`src/rtl/issue_ctrl.sv`:
```
// issue_ctrl: in-order instruction queue with rename table that dispatches to AS/LS reservation stations
module issue_ctrl #(
  parameter int DEPTH = 4,
  parameter int TAGW = 3
) (
  input  logic            CLK,
  input  logic            CLR,
  input  logic            instr_valid,
  input  logic [15:0]     instr,
  output logic            instr_ready,
  input  logic            ASFull,
  input  logic            LSFull,
  input  logic [TAGW-1:0] as_tag,
  input  logic [TAGW-1:0] ls_tag,
  input  logic            cdb_valid,
  input  logic [TAGW-1:0] cdb_tag,
  output logic            as_issue,
  output logic            ls_issue,
  output logic [2:0]      iss_op,
  output logic [2:0]      iss_rd,
  output logic [2:0]      iss_rs,
  output logic [6:0]      iss_offset,
  output logic [TAGW-1:0] iss_qj,
  output logic [TAGW-1:0] iss_qk,
  output logic [7:0]      stall_cnt
);
  localparam int AW = $clog2(DEPTH);
  localparam logic [AW:0] FULL = (AW+1)'(DEPTH);
  logic [15:0] mem [DEPTH];
  logic [AW-1:0] head, tail;
  logic [AW:0] count;
  logic [TAGW-1:0] status [8];
  logic [15:0] h;
  logic [2:0] op, rd, rs;
  logic nonempty, is_as, is_ls, rsv, do_issue, blocked, pop, push;
  logic [TAGW-1:0] tag, qj, qk;
  assign instr_ready = count != FULL;
  assign h = mem[head];
  assign op = h[2:0];
  assign rd = h[5:3];
  assign rs = h[8:6];
  // head decode: class, issue/stall decision, allocated tag and bypassed source tags
  always_comb begin
    nonempty = count != '0;
    is_as = nonempty && op[2:1] == 2'b00;
    is_ls = nonempty && op[2:1] == 2'b01;
    rsv = nonempty && op[2];
    do_issue = (is_as && !ASFull) || (is_ls && !LSFull);
    blocked = (is_as && ASFull) || (is_ls && LSFull);
    pop = do_issue || rsv;
    push = instr_valid && instr_ready;
    tag = is_as ? as_tag : ls_tag;
    qj = (cdb_valid && status[rd] == cdb_tag) ? '0 : status[rd];
    qk = (cdb_valid && status[rs] == cdb_tag) ? '0 : status[rs];
  end
  // queue storage needs no reset; only the pointers define what is valid
  always_ff @(posedge CLK) begin
    if (push) mem[tail] <= instr;
  end
  // queue pointers and occupancy
  always_ff @(posedge CLK or posedge CLR) begin
    if (CLR) begin
      head <= '0;
      tail <= '0;
      count <= '0;
    end else begin
      if (push) tail <= tail + AW'(1);
      if (pop) head <= head + AW'(1);
      count <= count + (AW+1)'(push) - (AW+1)'(pop);
    end
  end
  // register status table: an issuing rename overrides a same-edge CDB clear
  always_ff @(posedge CLK or posedge CLR) begin
    if (CLR) begin
      for (int i = 0; i < 8; i++) status[i] <= '0;
    end else begin
      for (int i = 0; i < 8; i++)
        if (do_issue && op != 3'd3 && rd == 3'(i)) status[i] <= tag;
        else if (cdb_valid && status[i] == cdb_tag) status[i] <= '0;
    end
  end
  // issue strobes, held issue fields and saturating stall counter
  always_ff @(posedge CLK or posedge CLR) begin
    if (CLR) begin
      as_issue <= 1'b0;
      ls_issue <= 1'b0;
      iss_op <= '0;
      iss_rd <= '0;
      iss_rs <= '0;
      iss_offset <= '0;
      iss_qj <= '0;
      iss_qk <= '0;
      stall_cnt <= '0;
    end else begin
      as_issue <= do_issue && is_as;
      ls_issue <= do_issue && is_ls;
      if (do_issue) begin
        iss_op <= op;
        iss_rd <= rd;
        iss_rs <= rs;
        iss_offset <= h[15:9];
        iss_qj <= qj;
        iss_qk <= qk;
      end
      if (blocked && stall_cnt != 8'hff) stall_cnt <= stall_cnt + 8'd1;
    end
  end
endmodule

```
`config.mk`:
```
export PLATFORM = sky130hd
export DESIGN_NAME = issue_ctrl
export DESIGN_NICKNAME = d
export VERILOG_FILES = /design/src/rtl/issue_ctrl.sv
export SDC_FILE = /design/constraint.sdc
export NUM_CORES = 1
export LEC_CHECK = 0
export ABC_AREA = 0
export BUFFER_PORTS_ARGS = -buffer_cell sky130_fd_sc_hd__buf_2
export CAP_MARGIN = 20
export CORE_MARGIN = 2
export CORE_UTILIZATION = 45
export CTS_BUF_LIST = sky130_fd_sc_hd__clkbuf_2
export CTS_CLUSTER_DIAMETER = 50
export DETAILED_ROUTE_END_ITERATION = 8
export PLACE_DENSITY = 0.72
export SETUP_SLACK_MARGIN = 0.2
export SKIP_CTS_REPAIR_TIMING = 1
export SLEW_MARGIN = 20
export SYNTH_ARGS = -nofsm -noshare
export SYNTH_HDL_FRONTEND = slang
export SYNTH_SLANG_ARGS = --single-unit
```
`constraint.sdc`:
```
create_clock -name CLK -period 5.1 [get_ports CLK]
set_input_delay 0 -clock CLK [delete_from_list [all_inputs] [get_ports CLK]]
set_output_delay 0 -clock CLK [all_outputs]
set_load 0.01 [all_outputs]
```
==> results.rst <==
.. list-table::
   :header-rows: 1

   * - Metric
     - Value
   * - Clock buffer count from CTS
     - 17
   * - Setup skew after layout
     - 0.02794 ns
   * - Initial DRC count
     - 201
   * - Final Net Count
     - 572
   * - Critical path capture point type
     - register
   * - Maximum number of pins on one net before global-route repair
     - 64
   * - Wire length of the first global-routing pass
     - 19380 um
   * - TritonCTS clock tree
     - done
   * - Number of placed I/O pins
     - 64
   * - Number of I/O port buffers
     - 63
   * - R2r startpoint
     - head[0]
   * - Number of H-tree levels
     - 4
   * - Crit path kind
     - register to register
   * - Clock Latency Late Sink
     - 0.69 ns
   * - Seq cells post-synth
     - 127
   * - Clk sink count
     - 127
   * - Class of the tightest hold or removal check
     - input pin to register
   * - Ratio of cells with drive above 1 in the final layout
     - 0.2473
   * - Post-synth ARST share
     - 0.4961
   * - Sequential area share after synthesis
     - 0.5904
   * - Layout Utilization
     - 0.5502
   * - Main flop type after synthesis
     - sky130_fd_sc_hd__edfxtp_1
   * - Placed insts
     - 647
   * - Result of the run
     - finished clean
   * - Slowest-stage cell, CP
     - sky130_fd_sc_hd__dlygate4sd3_1
   * - Vert. Die Dim
     - 118.8 um
   * - Routed length per placed instance
     - 17.22 um
   * - Number of filler instances in the final layout
     - 1129
   * - Worst IR Drop VDD
     - 354.5 uV
   * - Source of the worst hold timing path
     - instr[14]
   * - GR Util All Layers
     - 0.1808
   * - Final setup fails
     - 0
   * - Number of max-capacitance violations reported
     - 0
   * - Power Total
     - 3820 uW
   * - DRC Markers
     - 0
   * - Slowest Stage Delay on Critical Path
     - 0.79 ns
   * - Largest buffer count on any clock path
     - 2
   * - Placer's final routability congestion estimate
     - 0.8471
   * - Post-synth cell types
     - 45
   * - Clock period minus final worst setup slack
     - 3.891 ns
   * - Root buffer cell
     - sky130_fd_sc_hd__clkbuf_2
   * - Post-synth design cell area
     - 5926 um^2
   * - DRT Pass-1 Iters
     - 5
   * - Total congestion overflow
     - 0
   * - Total of warnings raised by yosys
     - 0
   * - Clock slew seen by the registers of the worst setup and hold paths
     - 0.19 ns
   * - CP dominant cell by count
     - sky130_fd_sc_hd__dlygate4sd3_1
   * - Mean post-synth cell area
     - 13.88 um^2
   * - Net count of the mapped netlist
     - 466
   * - CP startpoint
     - head[0]
   * - # rows
     - 41
   * - CORE AREA
     - 12720 um^2
   * - Starting utilization of the core area
     - 0.4658
   * - Total wire length
     - 12360 um
   * - Ant diodes
     - 0
   * - Static power due to leakage
     - 0.002838 uW
   * - Die area
     - 14100 um^2
   * - Transition time at the pin with the least slew margin
     - 0.8785 ns
   * - Unrepaired setup endpoints after global routing
     - false
   * - Worst Path Required
     - 5.70 ns
   * - Slew Limit Fails
     - 0
   * - Hold Fails Final Rpt
     - 0
   * - Via-per-instance ratio
     - 5.273
   * - Highest achievable clock rate
     - 0.2570 GHz
   * - Number of standard cells in the final layout excluding fillers
     - 718
   * - Chain of cells forming the critical path
     - mux4_1, or2_2, nor2_1, mux2i_1, dlygate4sd3_1, o21ai_0, dlygate4sd3_1
   * - Worst slew margin relative to its limit
     - 0.4143
   * - Power density over cell area
     - 545.8 nW/um^2
   * - DP HPWL
     - 8212 um
   * - Post-DRT Antenna Nets
     - 0
   * - Width of the die
     - 118.8 um
   * - Arrival time worst endpoint
     - 4.49 ns
   * - Final period utilization
     - 0.7630
   * - Crit path launch type
     - register
   * - CP max FO
     - 11
   * - Via count of the first global-routing pass
     - 3774
   * - Area grow syn2layout
     - 18.12%
   * - Initial antenna violation count
     - 0
   * - Post-synthesis cell count
     - 427
   * - Number of enable flip-flop cells after synthesis
     - 64
   * - Fin Setup TNS
     - 0 ns
   * - Via count
     - 3786
## synth_stat cells (5+ instances only)
cell type / n / share of area
sky130_fd_sc_hd__nand3_1: 18 / 0.015
sky130_fd_sc_hd__and3_1: 7 / 0.0074
sky130_fd_sc_hd__inv_1: 13 / 0.0082
sky130_fd_sc_hd__mux4_1: 7 / 0.031
sky130_fd_sc_hd__nand2_1: 26 / 0.016
sky130_fd_sc_hd__nor2_1: 19 / 0.012
sky130_fd_sc_hd__nand4_1: 9 / 0.0095
sky130_fd_sc_hd__mux2i_1: 34 / 0.057
sky130_fd_sc_hd__o21ai_0: 23 / 0.019
sky130_fd_sc_hd__xnor2_1: 36 / 0.053
sky130_fd_sc_hd__a21oi_1: 8 / 0.0068
sky130_fd_sc_hd__nor2b_1: 5 / 0.0053
sky130_fd_sc_hd__mux4_2: 11 / 0.042
sky130_fd_sc_hd__ha_1: 7 / 0.015
sky130_fd_sc_hd__and2_1: 5 / 0.0053
sky130_fd_sc_hd__edfxtp_1: 64 / 0.32
sky130_fd_sc_hd__xor2_1: 5 / 0.0074
sky130_fd_sc_hd__mux2_2: 18 / 0.034
sky130_fd_sc_hd__dfrtp_1: 63 / 0.27
## state kept, by name, summed over array words and instances, names as in the netlist
register	count
mem	64
status	24
stall_cnt	8
iss_offset	7
count	3
iss_op	3
iss_qj	3
iss_qk	3
iss_rd	3
iss_rs	3
head	2
tail	2
as_issue	1
ls_issue	1
## area by class of cell
type / instances / area, um^2 / share of cell area
clock buffer: 19 / 95.09 / 0.01359
clock inverter: 13 / 138.9 / 0.01984
inverter: 13 / 48.80 / 0.006972
multi-input combinational: 270 / 2282 / 0.3261
sequential: 127 / 3498 / 0.4998
tap: 172 / 215.2 / 0.03075
timing repair buffer: 104 / 720.7 / 0.1030
## routing by layer
layer  part of all wire  GRT usage
met3              0.049    0.04923
met5                  0          0
met2               0.52     0.3125
met4              0.017    0.07515
met1               0.41     0.2120
## logic make-up (layout without fill, tap and decap cells)
| group | after synthesis | count (layout) | share of synthesized area |
|---|---|---|---|
| fa+ha+maj | 8 | 8 | 0.01816 |
| flops | 127 | 127 | 0.5904 |
| xor+xnor | 41 | 41 | 0.06060 |
| compound gates | 47 | 47 | 0.04856 |
| buf+inv | 30 | 149 | 0.02491 |
| simple gates | 103 | 103 | 0.08910 |
| mux | 71 | 71 | 0.1683 |
## cells in the final DEF, fill, tap and decap left out, drive strengths merged, types with 8 or more instances in the layout
cell type and instances:
dfrtp 63, nand3 18, nor2 20, edfxtp 64, mux2i 35, clkbuf 19
inv 16, o21ai 23, nand4 9, dlygate4sd3 39, mux4 18, buf 65
xnor2 36, mux2 18, a21oi 8, nand2 26
## power by group
part           switching, uW  internal (uW)  leakage, uW
sequential               243           1380      0.00139
combinational            820            761      0.00131
clock                    384            230     0.000135
total                   1450           2370      0.00284
## per-stage QoR
stage / instance area (um^2) / hold slack [ns] / worst slack (ns)
floorplan: 5926 / 0.07819 / 2.333
global route: 6999 / -0.02287 / 0.9797
detailed placement: 6372 / 0.2207 / 1.751
CTS: 6606 / -0.5645 / 1.733
global placement: 6372 / 0.2085 / 1.833
finish: 6999 / 0.05877 / 1.209
## worst paths after layout
kind,endpoint,slack [ns],depth (start not counted)
worst min-delay path,mem[0][14],0.06,2
min in group asynchronous,stall_cnt[5],0.10,4
worst max-delay path,status[13],1.21,7
max in group asynchronous,status[20],4.45,4
worst max register to register,status[13],1.21,7
worst min register to register,iss_qk[0],0.50,1
## critical path, delay by kind of cell, from the launching register on
family                 cells  cell delay (ns)
AND/OR/NAND/NOR            2             0.63
flip-flops                 1             0.76
buffers and inverters      2             1.36
multiplexers               2             0.93
AO/OA/AOI/OAI              1             0.15
Note: power is estimated with default switching activity, not from simulation.
